File: config.mk
export PLATFORM = sky130hd
export DESIGN_NAME = ws2812_pattern_gen
export DESIGN_NICKNAME = d
export VERILOG_FILES = /design/src/rtl/ws2812_pattern_gen.sv
export SDC_FILE = /design/constraint.sdc
export NUM_CORES = 1
export LEC_CHECK = 0
export ABC_AREA = 1
export BUFFER_PORTS_ARGS = -buffer_cell sky130_fd_sc_hd__buf_2
export CAP_MARGIN = 20
export CELL_PAD_IN_SITES_DETAIL_PLACEMENT = 1
export CELL_PAD_IN_SITES_GLOBAL_PLACEMENT = 1
export CORE_UTILIZATION = 30
export CTS_CLUSTER_DIAMETER = 150
export DETAILED_ROUTE_END_ITERATION = 7
export PLACE_DENSITY_LB_ADDON = 0.1
export SLEW_MARGIN = 25
export SYNTH_ARGS = -nofsm -noshare
export SYNTH_HDL_FRONTEND = slang
export SYNTH_SLANG_ARGS = --single-unit
File: constraint.sdc
create_clock -name clk -period 3.6 [get_ports clk]
set_input_delay 0.72 -clock clk [delete_from_list [all_inputs] [get_ports clk]]
set_output_delay 0.72 -clock clk [all_outputs]
set_load 0.02 [all_outputs]
File: src/rtl/ws2812_pattern_gen.sv
// Per-pixel colour source for the WS2812 serialiser: palette lookup of a selectable
// pattern, rotated by a phase that advances every PERIOD clocks or on demand.
module ws2812_pattern_gen #(
    parameter  int W_ADDR    = 6,
    parameter  int COLS_LOG2 = 3,
    parameter  int W_DATA    = 24,
    parameter  int N_COLORS  = 8,
    parameter  int PERIOD    = 30000000,
    localparam int W_IDX     = $clog2(N_COLORS)
) (
    input  logic              clk,
    input  logic              rst_n,
    input  logic              start,
    input  logic [W_ADDR-1:0] addr,
    output logic [W_DATA-1:0] data,
    output logic              done,
    input  logic [1:0]        mode,
    input  logic              dir,
    input  logic              pause,
    input  logic              step,
    input  logic              pal_we,
    input  logic [W_IDX-1:0]  pal_idx,
    input  logic [W_DATA-1:0] pal_wdata,
    output logic [W_IDX-1:0]  phase
);

    localparam int              W_CNT    = (PERIOD > 1) ? $clog2(PERIOD) : 1;
    localparam logic [W_CNT-1:0] CNT_LAST = W_CNT'(PERIOD - 1);

    function automatic logic [W_DATA-1:0] default_color(input int i);
        logic [23:0] c;
        case (i)
            0:       c = 24'h010101;
            1:       c = 24'h010F01;
            2:       c = 24'h0F1F01;
            3:       c = 24'h0F0F01;
            4:       c = 24'h0F0101;
            5:       c = 24'h01010F;
            6:       c = 24'h01012F;
            7:       c = 24'h01803F;
            default: c = 24'h000000;
        endcase
        return W_DATA'(c);
    endfunction

    logic                start_q,   start_d;
    logic [W_DATA-1:0]   data_q,    data_d;
    logic                done_q,    done_d;
    logic [W_IDX-1:0]    phase_q,   phase_d;
    logic [W_CNT-1:0]    cnt_q,     cnt_d;
    logic [W_DATA-1:0]   palette_q [N_COLORS];
    logic [W_DATA-1:0]   palette_d [N_COLORS];

    logic                req;
    logic                do_step;
    logic [W_IDX-1:0]    row_i;
    logic [W_IDX-1:0]    col_i;
    logic [W_IDX-1:0]    pat;
    logic [W_IDX-1:0]    color_idx;

    // Pattern and palette lookup for the request edge.
    always_comb begin
        // NOTE: every variable gets a value before any branch, so no path can infer a latch.
        row_i     = W_IDX'(addr[W_ADDR-1:COLS_LOG2]);
        col_i     = W_IDX'(addr[COLS_LOG2-1:0]);
        pat       = '0;
        case (mode)
            2'd0: pat = row_i ^ col_i;
            2'd1: pat = row_i;
            2'd2: pat = col_i;
            2'd3: pat = '0;
        endcase
        color_idx = pat + phase_q;

        start_d = start;
        req     = start && !start_q;
        done_d  = req;
        data_d  = data_q;
        // Reads the pre-write entry, so a same-edge palette write is seen one edge later.
        if (req) begin
            data_d = palette_q[color_idx];
        end

        palette_d = palette_q;
        if (pal_we) begin
            palette_d[pal_idx] = pal_wdata;
        end
    end

    // Period counter and phase rotation.
    always_comb begin
        cnt_d   = cnt_q;
        do_step = 1'b0;
        if (!pause) begin
            if (cnt_q == CNT_LAST) begin
                cnt_d   = '0;
                do_step = 1'b1;
            end else begin
                cnt_d = cnt_q + W_CNT'(1);
            end
        end else begin
            do_step = step;
        end

        phase_d = phase_q;
        if (do_step) begin
            phase_d = dir ? (phase_q - W_IDX'(1)) : (phase_q + W_IDX'(1));
        end
    end

    always_ff @(posedge clk or negedge rst_n) begin
        if (!rst_n) begin
            start_q <= 1'b0;
            data_q  <= '0;
            done_q  <= 1'b0;
            phase_q <= '0;
            cnt_q   <= '0;
            // NOTE: the palette is a reset register file, not a RAM, so reset restores the default colours.
            for (int i = 0; i < N_COLORS; i++) begin
                palette_q[i] <= default_color(i);
            end
        end else begin
            // NOTE: non-blocking updates make every flop sample the pre-edge values of the others.
            start_q   <= start_d;
            data_q    <= data_d;
            done_q    <= done_d;
            phase_q   <= phase_d;
            cnt_q     <= cnt_d;
            palette_q <= palette_d;
        end
    end

    assign data  = data_q;
    assign done  = done_q;
    assign phase = phase_q;

endmodule

# Yosys cells after proc, flatten, opt, wreduce, memory -nomap -nowiden
# Index checks and enable logic that the tools add are counted.
totals:
  ff_bits: 246
  in_bits: 42
  output_inout_bits: 28
  wordCells: 42
classes:
  n_addsub: 4
  magnitude_cmp: 3
  n_eq_ne: 4
  muxes: 11
  n_bitwise: 3
  reduce_logical: 4
ops:
  columns: ["cell", "count"]
  rows:
  - ["192-bit bitwise mux", 1]
  - ["24-bit binary-select mux with 3-bit select", 1]
  - ["24-bit demux with 3-bit select", 1]
  - ["24-bit two-way mux", 3]
  - ["25-bit by 1-bit adder with 25-bit output (second input constant)", 1]
  - ["25-bit equality test (second input constant)", 1]
  - ["25-bit two-way mux", 1]
  - ["3-bit case mux with 4 select lines", 1]
  - ["4-bit greater-or-equal comparator (second input constant)", 2]
  - ["3-bit NOT with 4-bit output", 2]
  - ["2-bit equality test (second input constant)", 2]
  - ["4-bit by 1-bit < comparator with 1-bit output (second input constant)", 1]
  - ["3-bit by 1-bit adder with 3-bit output (second input constant)", 1]
  - ["3-bit adder", 1]
  - ["3-bit two-way mux", 1]
  - ["3-bit by 1-bit subtractor with 3-bit output (second input constant)", 1]
  - ["3-bit XOR", 1]
  - ["2-bit by 1-bit equality test with 1-bit output (second input constant)", 1]
  - ["1-bit logical AND", 2]
  - ["2-bit zero test", 1]
  - ["1-bit two-way mux", 2]
  - ["1-bit zero test", 1]

# Longest topological paths before layout
depth:
  word_depth: 7
  ltp_mapped: 14

# Worst setup path after synthesis
# Ideal clock, no wire load.
synth_timing:
  kind: "in2reg"
  start: "input port mode[1]"
  end: "register data_q[10], in the netlist data[10]"
  setup_time_ps: 118
  arrival_time_ps: 2429
  setup_slack_ps: 1053
  path_stages: 12
  cell_sequence: "inv_2 -> nand2_1 -> xor2_1 -> ha_1 -> fa_1 -> inv_2 -> buf_2 -> buf_2 -> a21oi_1 -> nand2_1 -> nand3_1 -> nand2_1"
synth_via:
  elab_chain_cells: 7
synth_lines:
  columns: ["item", "line", "text"]
  rows:
  - ["start: declaration", "17", "input logic [1:0] mode,"]
  - ["2-bit equality test, or another cell as far along", "67", "case (mode)"]
  - ["3-bit case mux with 4 select lines *", "67", null]
  - ["3-bit adder *", "73", "color_idx = pat + phase_q;"]
  - ["3-bit NOT with 4-bit output (not written as such) *", "81", "data_d = palette_q[color_idx];"]
  - ["24-bit binary-select mux with 3-bit select *", "81", null]
  - ["24-bit two-way mux (not written as such) * (2 in series)", "81", null]
  - ["end signal: assignment", "125", "data_q <= data_d;"]
  - ["end: declaration", "47", "logic [W_DATA-1:0] data_q, data_d;"]
# Every way passes the cells marked *; elsewhere a longest branch is shown, timed or not. The select of a mux whose other input is x is not followed.
# A chain may end at the register's enable or synchronous reset.

# Worst setup path in the final report
layout_timing:
  start: "input port mode[1]"
  end: "register data_q[22], in the netlist data[22]"
# Same word-level chain as after synthesis.

==> results.ini <==
[global_routing]
antenna_found_initial = 0
grt_pass1_vias = 10700
grt_max_degree = 145
grt_pass1_wl_um = 61600
track_usage_pct = 19.2
gr-total-overflow = 0

[route]
vias = 10100
first_pass_iters = 4
initialDrtViolationCount = 469
detail_route.wl_per_cell_um = 17.6
wl_um = 37800
antenna_left = 0
via_per_inst = 4.68
drcViolationCount = 0

[logic_synthesis]
netlist_instances = 1561
synth_area_leader_cell = dfrtp_1
yosysSeqAreaShare_pct = 51.5
synth-edff-count = 0
ys.flop_type = dfrtp_1
ys_warn_count = 0
synth.avg_cell_area_sq_um = 7.74
netlist_area_sq_um = 12100
async_reset_ff_share_pct = 100
syn_nets = 1607
synth_area_leaders = dfrtp_1, nand2_1, dfstp_2
ys_seq_elements = 246
synthDominantCellAreaShare_pct = 39.6
ys_types = 33

[clocking]
numCtsBuffers = 30
clkTransAtPathRegs_ns = 0.06
cts_resized = 0
clock-root-buffer = clkbuf_16
cts_max_level = 1
cts_tree = done
cts_num_sinks = 246
clock_insertion_delay_worst_skew_ns = 0.58
postCtsHoldBufs = 0
post_cts_buffers = 0
clock_path_buffers = 3

[outcome]
status = complete, no violations

[timing]
setup_tns_ns = 0
fmax_mhz = 426
finalCriticalPeriod_ns = 2.35
final-max-slew-violation-count = 0
rsz0062_at_grt = no
setup_violations = 0
relSlewSlack_pct = 50.4
finalHoldViolCount = 0
fin_skew_ns = 0.0191
worst_pin_slew_ns = 0.743
min_period_over_period_pct = 65.2

[power_and_ir_drop]
cellPowerDensity_nw_per_um2 = 730
p_sw_uw = 3770
p_sw_share_pct = 37.1
p_leak_uw = 0.00678
intPower_uw = 6400
comb_power_share_pct = 31.6
pwr-share-clk_pct = 30.4
seq_power_share_pct = 38.1
ir_drop_mv = 0.573

[layout]
finalNetCount = 1646
drive_gt1_share_pct = 14.5
antenna_cells = 0
fin_cells = 2149
syn_to_final_growth_pct = 15.2

[worst_setup_path]
start_kind = input port
r2r_slack_ns = 1.38
cp_data_arrival_time_ns = 2.80
worstPathMaxFanout = 30
worstPathRequired_ns = 4.05
regToRegStartpoint = phase[0]$_DFFE_PN0P_
path_class = input port to flip-flop
worstSetupEndpointType = flip-flop
reg2reg_to = data[22]$_DFFE_PN0P_
ff2ff_path_depth = 10

[min_path]
hp-class = input port to asynchronous set/reset pin

[floorplan]
die_h_um = 203
dieArea_sq_um = 41100
ios = 70
start_util_pct = 30.4
core-area_sq_um = 39700
die_w_um = 203
rows = 73

[place]
dp_cells = 2093
gp_congestion = 0.732
dpl.hpwl_um = 22200
io_buffers = 69

[run]
max-cap-violations = 0

==> flip-flops by register name (all words and copies together), names as in the netlist <==
signal	cells
cnt_q	25
data	24
done	1
palette_q	192
phase	3
start_q	1
==> worst max-delay path by stage <==
stage                     startpoint                    to  slack (ns)  cells after the start
after floorplan              mode[1]  data[10]$_DFFE_PN0P_        1.05                     12
after global placement       mode[1]  data[15]$_DFFE_PN0P_        0.73                     13
after detailed placement     mode[1]   data[9]$_DFFE_PN0P_        0.67                     14
after CTS                    mode[1]  data[22]$_DFFE_PN0P_        1.29                     14
after global routing         mode[1]  data[17]$_DFFE_PN0P_        1.09                     13
final                        mode[1]  data[22]$_DFFE_PN0P_        1.25                     14
==> power by group through the flow <==
stage | combinational, uW | clock [uW] | sequential [uW]
floorplan | 2100 | 0 | 3950
detailed placement | 3270 | 0 | 3920
global route | 3700 | 3270 | 3960
CTS | 3280 | 3190 | 3880
global placement | 3230 | 0 | 3910
finish | 3210 | 3090 | 3870
==> final cells by class <==
type                            instances  area [sq um]
Fill cell                            4859         25800
Sequential cell                       246          6220
Multi-Input combinational cell       1107          4960
Clock buffer                           47           905
Tap cell                              525           657
Timing Repair Buffer                   93           611
Inverter                              122           459
Clock inverter                          9           106
==> critical path, cell delays in order <==
cell and delay [ns]:
buf_2 0.10, inv_2 0.06, nand2_1 0.07, xor2_1 0.25, ha_4 0.17, fa_1 0.44
inv_2 0.10, buf_4 0.36, nor2_1 0.10, nand2_1 0.07, nand2_1 0.05, nand3b_1 0.14
nand3_1 0.10, nand2_1 0.05
==> cell usage in the layout (no fill, tap or decap), types with 9 or more instances in the layout <==
master / instances
clkbuf_16: 30
o21ai_0: 237
nand2_1: 551
buf_2: 68
dfrtp_1: 191
nand3b_1: 27
xor2_1: 10
buf_4: 18
nand3_1: 51
o21ai_1: 9
a21oi_1: 28
nand4_1: 9
inv_1: 114
clkbuf_8: 9
nor2_1: 141
dfstp_2: 55
==> cell families after synthesis <==
kind of cell / count (synthesis) / share of synthesized area (%)
simple gates: 812 / 27.8
compound gates: 279 / 11.7
flops: 246 / 51.5
buf+inv: 208 / 7.63
xor+xnor: 12 / 0.870
fa+ha+maj: 4 / 0.538
==> per-layer routing <==
| metal | up-vias | share of wire [%] | track usage (%) |
|---|---|---|---|
| met3 | 47 | 2.5 | 2.39 |
| li1 | 5004 | - | - |
| met2 | 106 | 48 | 32.5 |
| met4 | 0 | 1.9 | 4.22 |
| met5 | - | 0 | 0 |
| met1 | 4902 | 48 | 26.2 |
==> cells in the mapped netlist (3+ instances only) <==
cell,n
a21oi_1,28
buf_2,43
buf_4,9
buf_6,7
clkbuf_1,27
dfrtp_1,191
dfstp_2,55
inv_1,114
inv_2,7
nand2_1,551
nand2_2,8
nand3_1,52
nand3_2,3
nand3b_1,27
nand4_1,9
nor2_1,141
nor2_2,8
nor2_4,4
nor3_1,4
o21ai_0,237
o21ai_1,9
xor2_1,10
==> metrics by stage <==
stage	hold WS, ns	power, uW	setup WS (ns)	area [sq um]	utilization, %
6_report	0.133	10200	1.25	13900	35.0
5_1_grt	0.165	10900	1.09	13900	35.0
4_1_cts	0.143	10400	1.29	13900	35.0
3_5_place_dp	0.466	7190	0.672	12900	32.5
3_3_place_gp	0.462	7130	0.732	12900	32.5
2_1_floorplan	0.424	6060	1.05	12100	-
(Power assumes the default switching activity.)
